File: src/rtl/sm_pkg.sv
// Shared types, register offsets and the sign-magnitude to two's-complement helper
// for the sign-magnitude result FIFO.
package sm_pkg;

   localparam int NUM = 18;

   localparam logic [1:0] REG_STATUS  = 2'd0;
   localparam logic [1:0] REG_DATA_SM = 2'd1;
   localparam logic [1:0] REG_DATA_TC = 2'd2;
   localparam logic [1:0] REG_CTRL    = 2'd3;

   localparam int CTRL_FLUSH    = 0;
   localparam int CTRL_IRQ_EN   = 1;
   localparam int CTRL_DROP_CLR = 2;
   localparam int CTRL_FORCE    = 3;

   typedef logic [NUM:0] sm_word_t;

   typedef enum logic {
      WB_IDLE = 1'b0,
      WB_ACK  = 1'b1
   } wb_state_t;

   // Negate the zero-extended magnitude in NUM+1 bits, then sign-extend to 32 bits.
   // The magnitude never exceeds 2^NUM-1, so the negation cannot overflow.
   function automatic logic [31:0] sm_to_tc(input sm_word_t sm);
      logic signed [NUM:0] mag_s;
      logic signed [NUM:0] tc_s;
      mag_s = signed'({1'b0, sm[NUM-1:0]});
      tc_s  = sm[NUM] ? -mag_s : mag_s;
      return 32'(tc_s);
   endfunction

endpackage

File: src/rtl/sm_fifo.sv
// Synchronous FIFO of sign-magnitude words with wrap-bit pointers and a
// combinational head. Flush takes priority over push and pop.
module sm_fifo import sm_pkg::*; #(
   parameter int DEPTH = 4
) (
   input  logic                     clk,
   input  logic                     rst,
   input  logic                     push,
   input  logic                     pop,
   input  logic                     flush,
   input  sm_word_t                 din,
   output sm_word_t                 head,
   output logic [$clog2(DEPTH):0]   count,
   output logic                     full,
   output logic                     empty
);

   localparam int AW = $clog2(DEPTH);

   sm_word_t    mem [DEPTH];
   logic [AW:0] wptr;
   logic [AW:0] rptr;
   logic        do_push;
   logic        do_pop;

   // A pop frees a slot in the same cycle, so a push to a full FIFO is allowed alongside it.
   assign do_pop  = pop & !empty;
   assign do_push = push & (!full | do_pop);

   assign count = wptr - rptr;
   assign empty = (wptr == rptr);
   assign full  = (wptr[AW] != rptr[AW]) && (wptr[AW-1:0] == rptr[AW-1:0]);
   assign head  = mem[rptr[AW-1:0]];

   // Pointer update; flush and reset both return the FIFO to empty.
   always_ff @(posedge clk) begin
      if (rst || flush) begin
         wptr <= '0;
         rptr <= '0;
      end else begin
         if (do_push) wptr <= wptr + 1'b1;
         if (do_pop)  rptr <= rptr + 1'b1;
      end
   end

   // Storage write; contents need no reset since the pointers qualify them.
   always_ff @(posedge clk) begin
      if (do_push && !flush) mem[wptr[AW-1:0]] <= din;
   end

endmodule

File: src/rtl/sm_result_fifo_wb.sv
// Captures sign-magnitude adder results into a FIFO and lets the SoC drain them over
// Wishbone as sign-magnitude or two's-complement words, with a pending-data IRQ.
module sm_result_fifo_wb import sm_pkg::*; #(
   parameter int          NUM       = sm_pkg::NUM,
   parameter int          DEPTH     = 4,
   parameter logic [31:0] ADDR_BASE = 32'h3000_0000
) (
   input  logic           wb_clk_i,
   input  logic           wb_rst_i,
   input  logic           res_valid_i,
   input  logic [NUM:0]   res_sum_i,
   output logic           res_ready_o,
   input  logic           wbs_stb_i,
   input  logic           wbs_cyc_i,
   input  logic           wbs_we_i,
   input  logic [3:0]     wbs_sel_i,
   input  logic [31:0]    wbs_adr_i,
   input  logic [31:0]    wbs_dat_i,
   output logic           wbs_ack_o,
   output logic [31:0]    wbs_dat_o,
   output logic           irq_o
);

   sm_word_t                sum_norm;
   sm_word_t                head;
   logic [$clog2(DEPTH):0]  count;
   logic                    full;
   logic                    empty;
   logic                    push;
   logic                    pop;
   logic                    flush;
   logic                    drop;
   logic                    drop_clr;
   logic                    ctrl_wr;
   logic                    req;
   logic                    hit;
   logic [1:0]              reg_idx;
   logic                    ctrl_irq_en;
   logic                    ctrl_force;
   logic [7:0]              drop_cnt;
   logic                    irq_q;
   wb_state_t               state;
   wb_state_t               state_nxt;
   logic [31:0]             rd_mux;
   logic [31:0]             rd_data_q;
   logic                    unused_bits;

   function automatic logic [7:0] sat_inc8(input logic [7:0] v);
      return (v == 8'hFF) ? v : v + 8'd1;
   endfunction

   assign unused_bits = ^{wbs_adr_i[1:0], wbs_dat_i[31:4], wbs_sel_i[3:1]};

   // Capture side: negative zero is folded to +0 before storage.
   assign sum_norm    = (res_sum_i[NUM-1:0] == '0) ? '0 : res_sum_i;
   assign res_ready_o = !full | ctrl_force;
   assign push        = res_valid_i & res_ready_o & !full;
   assign drop        = res_valid_i & ctrl_force & full & !flush;

   // Bus decode; side effects are qualified by the IDLE->ACK request edge.
   assign hit      = (wbs_adr_i[31:4] == ADDR_BASE[31:4]);
   assign reg_idx  = wbs_adr_i[3:2];
   assign pop      = req & !wbs_we_i & !empty &
                     ((reg_idx == REG_DATA_SM) || (reg_idx == REG_DATA_TC));
   assign ctrl_wr  = req & wbs_we_i & (reg_idx == REG_CTRL) & wbs_sel_i[0];
   assign flush    = ctrl_wr & wbs_dat_i[CTRL_FLUSH];
   assign drop_clr = ctrl_wr & wbs_dat_i[CTRL_DROP_CLR];

   assign wbs_ack_o = (state == WB_ACK);
   assign wbs_dat_o = rd_data_q;
   assign irq_o     = irq_q;

   sm_fifo #(
      .DEPTH (DEPTH)
   ) u_fifo (
      .clk   (wb_clk_i),
      .rst   (wb_rst_i),
      .push  (push),
      .pop   (pop),
      .flush (flush),
      .din   (sum_norm),
      .head  (head),
      .count (count),
      .full  (full),
      .empty (empty)
   );

   // Wishbone state register.
   always_ff @(posedge wb_clk_i) begin
      if (wb_rst_i) state <= WB_IDLE;
      else          state <= state_nxt;
   end

   // Wishbone next state: accept a hit in IDLE, acknowledge for exactly one cycle.
   always_comb begin
      state_nxt = state;
      req       = 1'b0;
      case (state)
         WB_IDLE: begin
            if (wbs_stb_i && wbs_cyc_i && hit) begin
               req       = 1'b1;
               state_nxt = WB_ACK;
            end
         end
         WB_ACK:  state_nxt = WB_IDLE;
         default: state_nxt = WB_IDLE;
      endcase
   end

   // Read data selection; empty DATA reads and all writes return zero.
   always_comb begin
      rd_mux = '0;
      if (!wbs_we_i) begin
         case (reg_idx)
            REG_STATUS:  rd_mux = {16'h0, drop_cnt, 2'b00, full, empty, 4'(count)};
            REG_DATA_SM: rd_mux = empty ? 32'h0 : 32'(head);
            REG_DATA_TC: rd_mux = empty ? 32'h0 : sm_to_tc(head);
            REG_CTRL:    rd_mux = {28'h0, ctrl_force, 1'b0, ctrl_irq_en, 1'b0};
            default:     rd_mux = '0;
         endcase
      end
   end

   // Read data is latched on the request edge and held only through the ack cycle.
   always_ff @(posedge wb_clk_i) begin
      if (wb_rst_i)  rd_data_q <= '0;
      else if (req)  rd_data_q <= rd_mux;
      else           rd_data_q <= '0;
   end

   // Persistent CTRL bits; flush and drop_clr act as strobes and are not stored.
   always_ff @(posedge wb_clk_i) begin
      if (wb_rst_i) begin
         ctrl_irq_en <= 1'b0;
         ctrl_force  <= 1'b0;
      end else if (ctrl_wr) begin
         ctrl_irq_en <= wbs_dat_i[CTRL_IRQ_EN];
         ctrl_force  <= wbs_dat_i[CTRL_FORCE];
      end
   end

   // Saturating drop counter; a clear wins over a same-cycle drop.
   always_ff @(posedge wb_clk_i) begin
      if (wb_rst_i)      drop_cnt <= '0;
      else if (drop_clr) drop_cnt <= '0;
      else if (drop)     drop_cnt <= sat_inc8(drop_cnt);
   end

   // Registered pending-data interrupt.
   always_ff @(posedge wb_clk_i) begin
      if (wb_rst_i) irq_q <= 1'b0;
      else          irq_q <= ctrl_irq_en & !empty;
   end

endmodule
File: config.mk
export PLATFORM = sky130hd
export DESIGN_NAME = sm_result_fifo_wb
export DESIGN_NICKNAME = d
export VERILOG_FILES = /design/src/rtl/sm_pkg.sv /design/src/rtl/sm_fifo.sv /design/src/rtl/sm_result_fifo_wb.sv
export SDC_FILE = /design/constraint.sdc
export NUM_CORES = 1
export LEC_CHECK = 0
export CAP_MARGIN = 25
export CORE_MARGIN = 4
export CORE_UTILIZATION = 50
export CTS_CLUSTER_DIAMETER = 100
export DETAILED_ROUTE_END_ITERATION = 6
export DONT_BUFFER_PORTS = 1
export GPL_TIMING_DRIVEN = 0
export PLACE_DENSITY = 0.66
export SYNTH_ARGS = -nofsm -noshare
export SYNTH_HDL_FRONTEND = slang
export SYNTH_SLANG_ARGS = --single-unit
File: constraint.sdc
create_clock -name wb_clk_i -period 2.5 [get_ports wb_clk_i]
set_input_delay 0.5 -clock wb_clk_i [delete_from_list [all_inputs] [get_ports wb_clk_i]]
set_output_delay 0.5 -clock wb_clk_i [all_outputs]
set_load 0.005 [all_outputs]
==> impl_metrics.toml, run 1 <==
[status]
status = "finished with violations"
violations = "negative setup slack"

[worst_setup_path]
path_class = "reg2reg"
r2r_slack_ps = -360
rr_worst_depth = 8
worst_ep_required_time_ps = 2930
crit_path_end_kind = "flop"
startpoint_type = "flop"
critical_path.endpoint = "wbs_dat_o[14]$_SDFF_PP0_"
crit_fanout = 5
crit_arrival_ps = 3290
r2r-end = "wbs_dat_o[14]$_SDFF_PP0_"

[hold_path]
min_path_type = "in2reg"

[synth]
synth_edf_count = 76
synthCells = 402
synth_ff_type = "edfxtp_1"
async_reset_ff_share_pct = 0
synth_area_per_cell_um2 = 12.96
yosys.area_share.adder_pct = 3.506
syn_nets = 509
ys_seq_elements = 116
seq_area_frac_synth_pct = 59.17
synthSimpleGateAreaFrac_pct = 11.70
synth_top_family_by_area = "simple AND/OR/NAND/NOR gates"
synth_mux_area_share_pct = 9.558
synth-compound-area-share_pct = 7.325
synth_cell_type_count = 53
yosys_warnings = 0
mappedNetlistArea_um2 = 5210
synth-xor-area-share_pct = 3.530

[finish]
drive_gt1_share_pct = 28.13
final_common_cell = "edfxtp_1"
final_core_util_pct = 62.41
mostFrequentLayoutCells = "edfxtp_1, dfxtp_1, nor2_1, buf_4, clkbuf_1"
syn2layout_area_growth_pct = 22.55
antenna_cells = 0
finalNetCount = 549
num-fill-cells = 761

[sta]
finalWorstSetupSlack_ps = -361.2
fin_skew_ps = 9.986
max_freq_mhz = 349.5
slew_viol_final = 0
finalSetupViolations = 12
layout_worst_path_cycle_share_pct = 114.4
fin_crit_ps = 2861
grt_setup_unrepaired = "true"
slew_headroom_pct = 50.87
worstMarginPinSlew_ps = 726.7
timing.hold.ws_ps = 44.89
hold_viol = 0

[route]
num_vias = 3401
wirelength_um = 11600
routedWlPerCell_um = 19.63
ant_nets = 0
drt-initial-drc-count = 189
drc = 0
via_per_inst = 5.755
firstDrtPassIters = 5

[floorplan]
die_h_um = 110.1
core_um2 = 10230
rows = 37
start_util_pct = 50.92
dieWidth_um = 110.1
die_area_um2 = 12120
io_pins = 128

[clocking]
clk_latency_ps = 520
htreeDepth = 4
clk_path_buf_depth = 2
tritoncts = "done"
cts_hold_buffers = 0
cts_buffers = 17
cts_root_buf = "clkbuf_8"
clkTransAtPathRegs_ps = 60
cts.sinks = 116

[grt]
grt_pass1_vias = 3315
antenna_found_initial = 0
grt_max_degree = 20
grt_pass1_wl_um = 17650
overflow = 0
grt.total_usage_pct = 19.99

[pwr]
powerDensity_nw_per_um2 = 757.8
vdd_drop_max_mv = 0.5014
power_w = 0.004839
p_leak_nw = 2.173

[place]
gp_congestion = 0.8159
port_buffers = 0
place_ws_ps = -680.0
dpl.hpwl_um = 7945

[job]
cap_violations = 0
[worst max-delay path: stages, from the launching register on]
cell	delay [ps]
dfxtp_4	400
buf_12	130
mux4_2	530
or3_4	410
or3_4	390
or4_4	440
nor2_2	110
o21ai_1	80
a221oi_2	270
[sequential cells by signal, summed over array words and instances (netlist names), named ones only]
signal       count
ctrl_force       1
ctrl_irq_en      1
drop_cnt         8
irq_o            1
u_fifo.rptr      3
wbs_dat_o       20
u_fifo.wptr      3
wbs_ack_o        1
u_fifo.mem      76
[metal layers]
metal / GRT usage (%) / part of all wire [%]
met3: 7.047 / 8.2
met1: 24.91 / 41
met2: 33.32 / 50
met4: 5.076 / 1.1
met5: 0 / 0
[worst min path at each step]
stage / startpoint / to / slack (ps) / depth (start not counted)
after floorplan: ctrl_irq_en$_SDFFE_PP0N_ / irq_o$_SDFF_PP0_ / 470 / 1
after global placement: ctrl_irq_en$_SDFFE_PP0N_ / irq_o$_SDFF_PP0_ / 510 / 1
after detailed placement: ctrl_irq_en$_SDFFE_PP0N_ / irq_o$_SDFF_PP0_ / 520 / 1
after CTS: wb_rst_i / ctrl_irq_en$_SDFFE_PP0N_ / 30 / 1
after global routing: wb_rst_i / ctrl_irq_en$_SDFFE_PP0N_ / 30 / 1
final: wb_rst_i / wbs_ack_o$_SDFF_PP0_ / 40 / 1
[where the power goes]
part           internal [W]  switching [W]  total, W
combinational      0.000125       0.000199  0.000324
clock               0.00156       0.000831   0.00239
sequential          0.00211      0.0000140   0.00212
total               0.00379        0.00104   0.00484
[cells by family (layout without fill, tap and decap cells)]
logic type / after synthesis / in the layout
DFF: 116 / 116
AOI/OAI and AO/OA: 52 / 52
adders and majority gates: 14 / 14
xor gates and xnor gates: 21 / 21
muxes: 27 / 27
buffers and inverters: 58 / 111
and+or+nand+nor: 114 / 114
[Yosys cell counts, drive strengths merged, types with 3 or more instances]
| master | n | area, µm² |
|---|---|---|
| mux4 | 18 | 405.4 |
| xnor2 | 14 | 122.6 |
| a2111oi | 3 | 32.53 |
| nand4 | 6 | 37.54 |
| a21oi | 12 | 60.06 |
| a31oi | 3 | 18.77 |
| nor2 | 33 | 123.9 |
| clkbuf | 27 | 101.4 |
| ha | 13 | 162.7 |
| nor3 | 11 | 60.06 |
| nor4b | 3 | 26.28 |
| a22oi | 3 | 22.52 |
| and3 | 4 | 25.02 |
| inv | 16 | 60.06 |
| nor4 | 10 | 62.56 |
| xor2 | 7 | 61.31 |
| nor2b | 3 | 18.77 |
| or2 | 6 | 37.54 |
| nand2 | 13 | 48.80 |
| o31ai | 3 | 22.52 |
| and2 | 5 | 31.28 |
| a221oi | 10 | 93.84 |
| nand3 | 6 | 30.03 |
| mux2i | 7 | 70.07 |
| or3 | 6 | 42.54 |
| or4 | 3 | 22.52 |
| buf | 15 | 110.1 |
| edfxtp | 76 | 2282 |
| dfxtp | 40 | 800.8 |
| o21ai | 6 | 30.03 |
| a211oi | 4 | 30.03 |
[through the flow]
stage / setup TNS (ps) / std cells / instance area, µm²
3_5_place_dp: -41910 / 539 / 5430
5_1_grt: -3646 / 591 / 6385
3_3_place_gp: -47450 / 538 / 5411
4_1_cts: -2709 / 585 / 6280
6_report: -2555 / 591 / 6385
2_1_floorplan: -533.4 / 402 / 5241
[cell type report]
| cell class | count | area, µm² | share of cell area, % |
|---|---|---|---|
| flip-flops and latches | 116 | 3087 | 48.34 |
| multi-input cells | 228 | 2054 | 32.18 |
| clock buffers | 22 | 452.9 | 7.094 |
| plain buffers | 42 | 239.0 | 3.743 |
| repair buffers | 21 | 188.9 | 2.959 |
| well taps | 136 | 170.2 | 2.665 |
| clock inverters | 10 | 132.6 | 2.077 |
| inverters | 16 | 60.06 | 0.9406 |
[timing repair]
| item | 4_1_cts | 5_1_grt |
|---|---|---|
| resized for setup | 33 | 20 |
| buffers inserted | 13 | 7 |
| endpoints found under the setup margin | 74 | 80 |
| pin swaps | 14 | 11 |
| cloned | 1 | 0 |
(Power assumes the default switching activity.)
==> run 2, diff against run 1 <==
--- a/config.mk
+++ b/config.mk
@@ -12,7 +12,7 @@
 export DETAILED_ROUTE_END_ITERATION = 6
 export DONT_BUFFER_PORTS = 1
 export GPL_TIMING_DRIVEN = 0
-export PLACE_DENSITY = 0.66
+export PLACE_DENSITY_LB_ADDON = 0.15
 export SYNTH_ARGS = -nofsm -noshare
 export SYNTH_HDL_FRONTEND = slang
 export SYNTH_SLANG_ARGS = --single-unit
==> impl_metrics.toml, run 2 (synthesis gave the netlist of run 1 again) <==
[grt]
grt_pass1_vias = 3402
grt_max_degree = 20
grt.total_usage_pct = 20.53
overflow = 0
antenna_found_initial = 0
grt_pass1_wl_um = 18080

[finish]
syn2layout_area_growth_pct = 23.92
final_common_cell = "edfxtp_1"
final_area_um2 = 6456
antenna_cells = 0
drive_gt1_share_pct = 30.37
finalNetCount = 555
final_cell_count_no_fill = 597
largest_reg_flops = 76
num-fill-cells = 754
final_core_util_pct = 63.10
mostFrequentLayoutCells = "edfxtp_1, dfxtp_1, buf_4, nor2_1, clkbuf_1"

[clocking]
cts.sinks = 116
clk_latency_ps = 520
tritoncts = "done"
htreeDepth = 4
cts_buffers = 17
cts_root_buf = "clkbuf_8"
clk_path_buf_depth = 2
cts_hold_buffers = 0
clkTransAtPathRegs_ps = 60

[floorplan]
rows = 37
start_util_pct = 50.92
io_pins = 128
die_h_um = 110.1
dieWidth_um = 110.1
core_um2 = 10230
die_area_um2 = 12120

[sta]
timing.hold.ws_ps = 40.54
worstMarginPinSlew_ps = 798.6
layout_worst_path_cycle_share_pct = 112.7
slew_headroom_pct = 46.01
finalWorstSetupSlack_ps = -317.7
fin_crit_ps = 2818
slew_viol_final = 0
fin_skew_ps = 7.340
hold_viol = 0
max_freq_mhz = 354.9
finalSetupViolations = 14
grt_setup_unrepaired = "true"

[job]
cap_violations = 0

[worst_setup_path]
path_common_cell = "or3_4"
startpoint_type = "flop"
worst_ep_required_time_ps = 2940
worstPathBufferInverterCount = 1
cp_top_family = "simple AND/OR/NAND/NOR gates"
crit_fanout = 5
crit_chain = "buf_12, mux4_2, or3_4, or3_4, or4_4, nor2_2, o21ai_2, a221oi_2"
max_stage_delay_ps = 530
crit_path_end_kind = "flop"
crit_arrival_ps = 3250
slowest_stage = "mux4_2"
path_class = "reg2reg"

[route]
drc = 0
drt-initial-drc-count = 163
ant_nets = 0
wirelength_um = 11720
via_per_inst = 5.652
routedWlPerCell_um = 19.62
num_vias = 3374
firstDrtPassIters = 4

[pwr]
cellInternalPower_w = 0.003685
vdd_drop_max_mv = 0.4737
switching_share_pct = 23.79
p_comb_share_pct = 7.0
power_frac_clock_pct = 49.1
p_leak_nw = 2.213
powerDensity_nw_per_um2 = 748.8
power_switching_w = 0.001150
pwr-share-seq_pct = 43.9

[place]
dpl.hpwl_um = 7924
port_buffers = 0
gp_congestion = 0.8219
placed_cell_area_um2 = 5430
dp.cells = 539
place_ws_ps = -713.9

[status]
status = "finished with violations"
violations = "negative setup slack"

[hold_path]
min_path_type = "in2reg"
[run 2: metal layers]
layer  track usage, %  routed length, µm  vias up
met3            5.999                861       12
met4            7.569                170        0
li1                 -                  -     1592
met1            26.42               4961     1642
met2            33.06               5721      128
met5                0                  0        -
[run 2: final timing paths]
check                                         startpoint                  endpoint  slack [ps]  depth (start not counted)
worst max-delay path                                flop  wbs_dat_o[14]$_SDFF_PP0_        -320                          8
worst max register to register                      flop  wbs_dat_o[14]$_SDFF_PP0_        -320                          8
worst min register to register  ctrl_irq_en$_SDFFE_PP0N_          irq_o$_SDFF_PP0_         530                          1
worst min-delay path                            wb_rst_i  ctrl_irq_en$_SDFFE_PP0N_          40                          1
[run 2: worst register-to-register path, cell delays in order (launching register included)]
cell and delay [ps]:
dfxtp_4 420, buf_12 140, mux4_2 530, or3_4 390, or3_4 390, or4_4 430, nor2_2 110, o21ai_2 70
a221oi_2 240
[run 2: layout make-up]
class                      instances  area, µm²  area share, %
clock inverter                    15      171.4          2.655
inverter                          16      60.06         0.9302
clock buffer                      17      414.1          6.415
sequential                       116       3087          47.81
tap                              136      170.2          2.636
buffer                            42      239.0          3.702
multi-input combinational        228       2081          32.23
timing repair buffer              27      234.0          3.624
[run 2: metrics by stage]
step	total power, W	TNS (ps)
after floorplan	0.002360	-533.4
after global placement	0.002425	-52730
after detailed placement	0.002433	-44220
after CTS	0.004847	-2161
after global routing	0.005005	-4068
final	0.004835	-2724
[run 2: power groups by stage]
stage                     combinational, W  sequential (W)  clock [W]
after floorplan                   0.000203         0.00216          0
after global placement            0.000264         0.00216          0
after detailed placement          0.000268         0.00216          0
after CTS                         0.000311         0.00212    0.00241
after global routing              0.000372         0.00213    0.00251
final                             0.000339         0.00212    0.00237
[run 2: what timing repair did]
| item | CTS | global route |
|---|---|---|
| setup endpoints to repair | 73 | 25 |
| gates resized for setup | 37 | 16 |
| gates cloned | 1 | 0 |
| pin swaps | 13 | 15 |
| buffers inserted | 16 | 9 |
==> run 3, diff against run 2 <==
--- a/config.mk
+++ b/config.mk
@@ -13,6 +13,7 @@
 export DONT_BUFFER_PORTS = 1
 export GPL_TIMING_DRIVEN = 0
 export PLACE_DENSITY_LB_ADDON = 0.15
+export SETUP_SLACK_MARGIN = 0.02
 export SYNTH_ARGS = -nofsm -noshare
 export SYNTH_HDL_FRONTEND = slang
 export SYNTH_SLANG_ARGS = --single-unit
==> impl_metrics.toml, run 3 (synthesis gave the netlist of run 1 again) <==
[pwr]
pwr-share-seq_pct = 46.4
powerDensity_nw_per_um2 = 729.6
p_leak_nw = 2.120
p_comb_share_pct = 6.8
vdd_drop_max_mv = 0.6098
power_switching_w = 0.001040
switching_share_pct = 22.73
cellInternalPower_w = 0.003537
power_frac_clock_pct = 46.8

[floorplan]
die_area_um2 = 12120
die_h_um = 110.1
io_pins = 128
core_um2 = 10230
dieWidth_um = 110.1
start_util_pct = 50.92
rows = 37

[route]
firstDrtPassIters = 4
drt-initial-drc-count = 188
ant_nets = 0
wirelength_um = 11180
drc = 0
via_per_inst = 5.652
num_vias = 3318
routedWlPerCell_um = 19.05

[status]
status = "finished with violations"
violations = "negative setup slack"

[worst_setup_path]
slowest_stage = "mux4_2"
crit_chain = "buf_12, buf_12, mux4_2, or3_4, or3_4, nor3_4, a211oi_1, a2111oi_2, nor3_1"
r2r_slack_ps = -350
rr_worst_depth = 9
worstPathBufferInverterCount = 2
crit_fanout = 6
crit_path_end_kind = "flop"
max_stage_delay_ps = 540
worst_ep_required_time_ps = 2870
path_class = "reg2reg"
r2r-end = "wbs_dat_o[15]$_SDFF_PP0_"
crit_arrival_ps = 3210
cp_top_family = "simple AND/OR/NAND/NOR gates"
startpoint_type = "flop"

[sta]
fin_skew_ps = 10.98
slew_viol_final = 0
worstMarginPinSlew_ps = 752.6
fin_crit_ps = 2845
finalWorstSetupSlack_ps = -345.1
layout_worst_path_cycle_share_pct = 113.8
hold_viol = 0
slew_headroom_pct = 49.12
grt_setup_unrepaired = "true"
finalSetupViolations = 12
max_freq_mhz = 351.5

[finish]
antenna_cells = 0
num-fill-cells = 796
final_common_cell = "edfxtp_1"
mostFrequentLayoutCells = "edfxtp_1, dfxtp_1, nor2_1, buf_4, clkbuf_1"
largest_reg_flops = 76
finalNetCount = 545
drive_gt1_share_pct = 27.49
final_area_um2 = 6274
final_core_util_pct = 61.32
syn2layout_area_growth_pct = 20.41

[place]
placed_cell_area_um2 = 5438
gp_congestion = 0.8080
dpl.hpwl_um = 7884
port_buffers = 0

[clocking]
cts_buffers = 17
cts_hold_buffers = 0
cts.sinks = 116
clk_path_buf_depth = 2
cts_root_buf = "clkbuf_8"
tritoncts = "done"
clkTransAtPathRegs_ps = 60
htreeDepth = 4
clk_latency_ps = 520

[hold_path]
min_path_cells = 1
hold_path_end = "ctrl_irq_en$_SDFFE_PP0N_"
hold_start = "wb_rst_i"
min_path_type = "in2reg"

[grt]
antenna_found_initial = 0
grt.total_usage_pct = 19.83
grt_max_degree = 20
grt_pass1_wl_um = 17590
grt_pass1_vias = 3340
overflow = 0

[job]
cap_violations = 0
## run 3: changes by cell type in the layout (fill, tap and decap cells not counted), sizes merged
cell,change
buf,-10
inv,-6
clkinv,+5
bufinv,-1
clkbuf,+2
## run 3: final cells by class
class | count | area [µm²] | area share, %
Sequential cell | 116 | 3084 | 49.16
Timing Repair Buffer | 18 | 158.9 | 2.533
Clock buffer | 19 | 421.7 | 6.721
Buffer | 41 | 222.7 | 3.550
Inverter | 16 | 60.06 | 0.9573
Multi-Input combinational cell | 228 | 2044 | 32.59
Clock inverter | 13 | 111.4 | 1.775
Tap cell | 136 | 170.2 | 2.712
## run 3: power groups by stage
stage / Combinational [W] / Clock [W] / Sequential (W)
3_5_place_dp: 0.000268 / 0 / 0.00216
5_1_grt: 0.000342 / 0.00227 / 0.00213
4_1_cts: 0.000301 / 0.00219 / 0.00212
6_report: 0.000310 / 0.00214 / 0.00212
3_3_place_gp: 0.000265 / 0 / 0.00216
2_1_floorplan: 0.000203 / 0 / 0.00216
## run 3: worst max path at each step
| stage | end | cells past startpoint | from | slack (ps) |
|---|---|---|---|---|
| finish | wbs_dat_o[15]$_SDFF_PP0_ | 9 | flop | -350 |
| global route | wbs_dat_o[15]$_SDFF_PP0_ | 9 | flop | -440 |
| CTS | wbs_dat_o[14]$_SDFF_PP0_ | 9 | flop | -360 |
| detailed placement | wbs_dat_o[15]$_SDFF_PP0_ | 8 | flop | -670 |
| global placement | u_fifo.mem[3][14]$_DFFE_PP_ | 5 | u_fifo.wptr[0]$_SDFFE_PP0P_ | -860 |
| floorplan | wbs_dat_o[14]$_SDFF_PP0_ | 8 | flop | -190 |
## run 3: per-layer routing
metal	vias up	track usage (%)	wire, µm
li1	1571	-	-
met1	1615	24.70	4776
met3	9	4.892	721
met2	123	32.97	5585
met5	-	0	0
met4	0	8.459	100
## run 3: timing repair
item,CTS,global route
endpoints found under the setup margin,74,81
resized for setup,31,14
pin swaps,11,5
buffers inserted,15,1
## run 3: through the flow
| stage | hold slack, ps | power [W] | setup slack (ps) | std cells | TNS [ps] |
|---|---|---|---|---|---|
| final | 57.03 | 0.004577 | -345.1 | 587 | -2639 |
| after global routing | 28.12 | 0.004743 | -440.2 | 587 | -4230 |
| after CTS | 32.66 | 0.004611 | -358.6 | 587 | -2836 |
| after detailed placement | 518.9 | 0.002432 | -670.0 | 540 | -24260 |
| after global placement | 512.6 | 0.002426 | -857.7 | 538 | -51920 |
| after floorplan | 466.6 | 0.002360 | -190.1 | 402 | -533.4 |
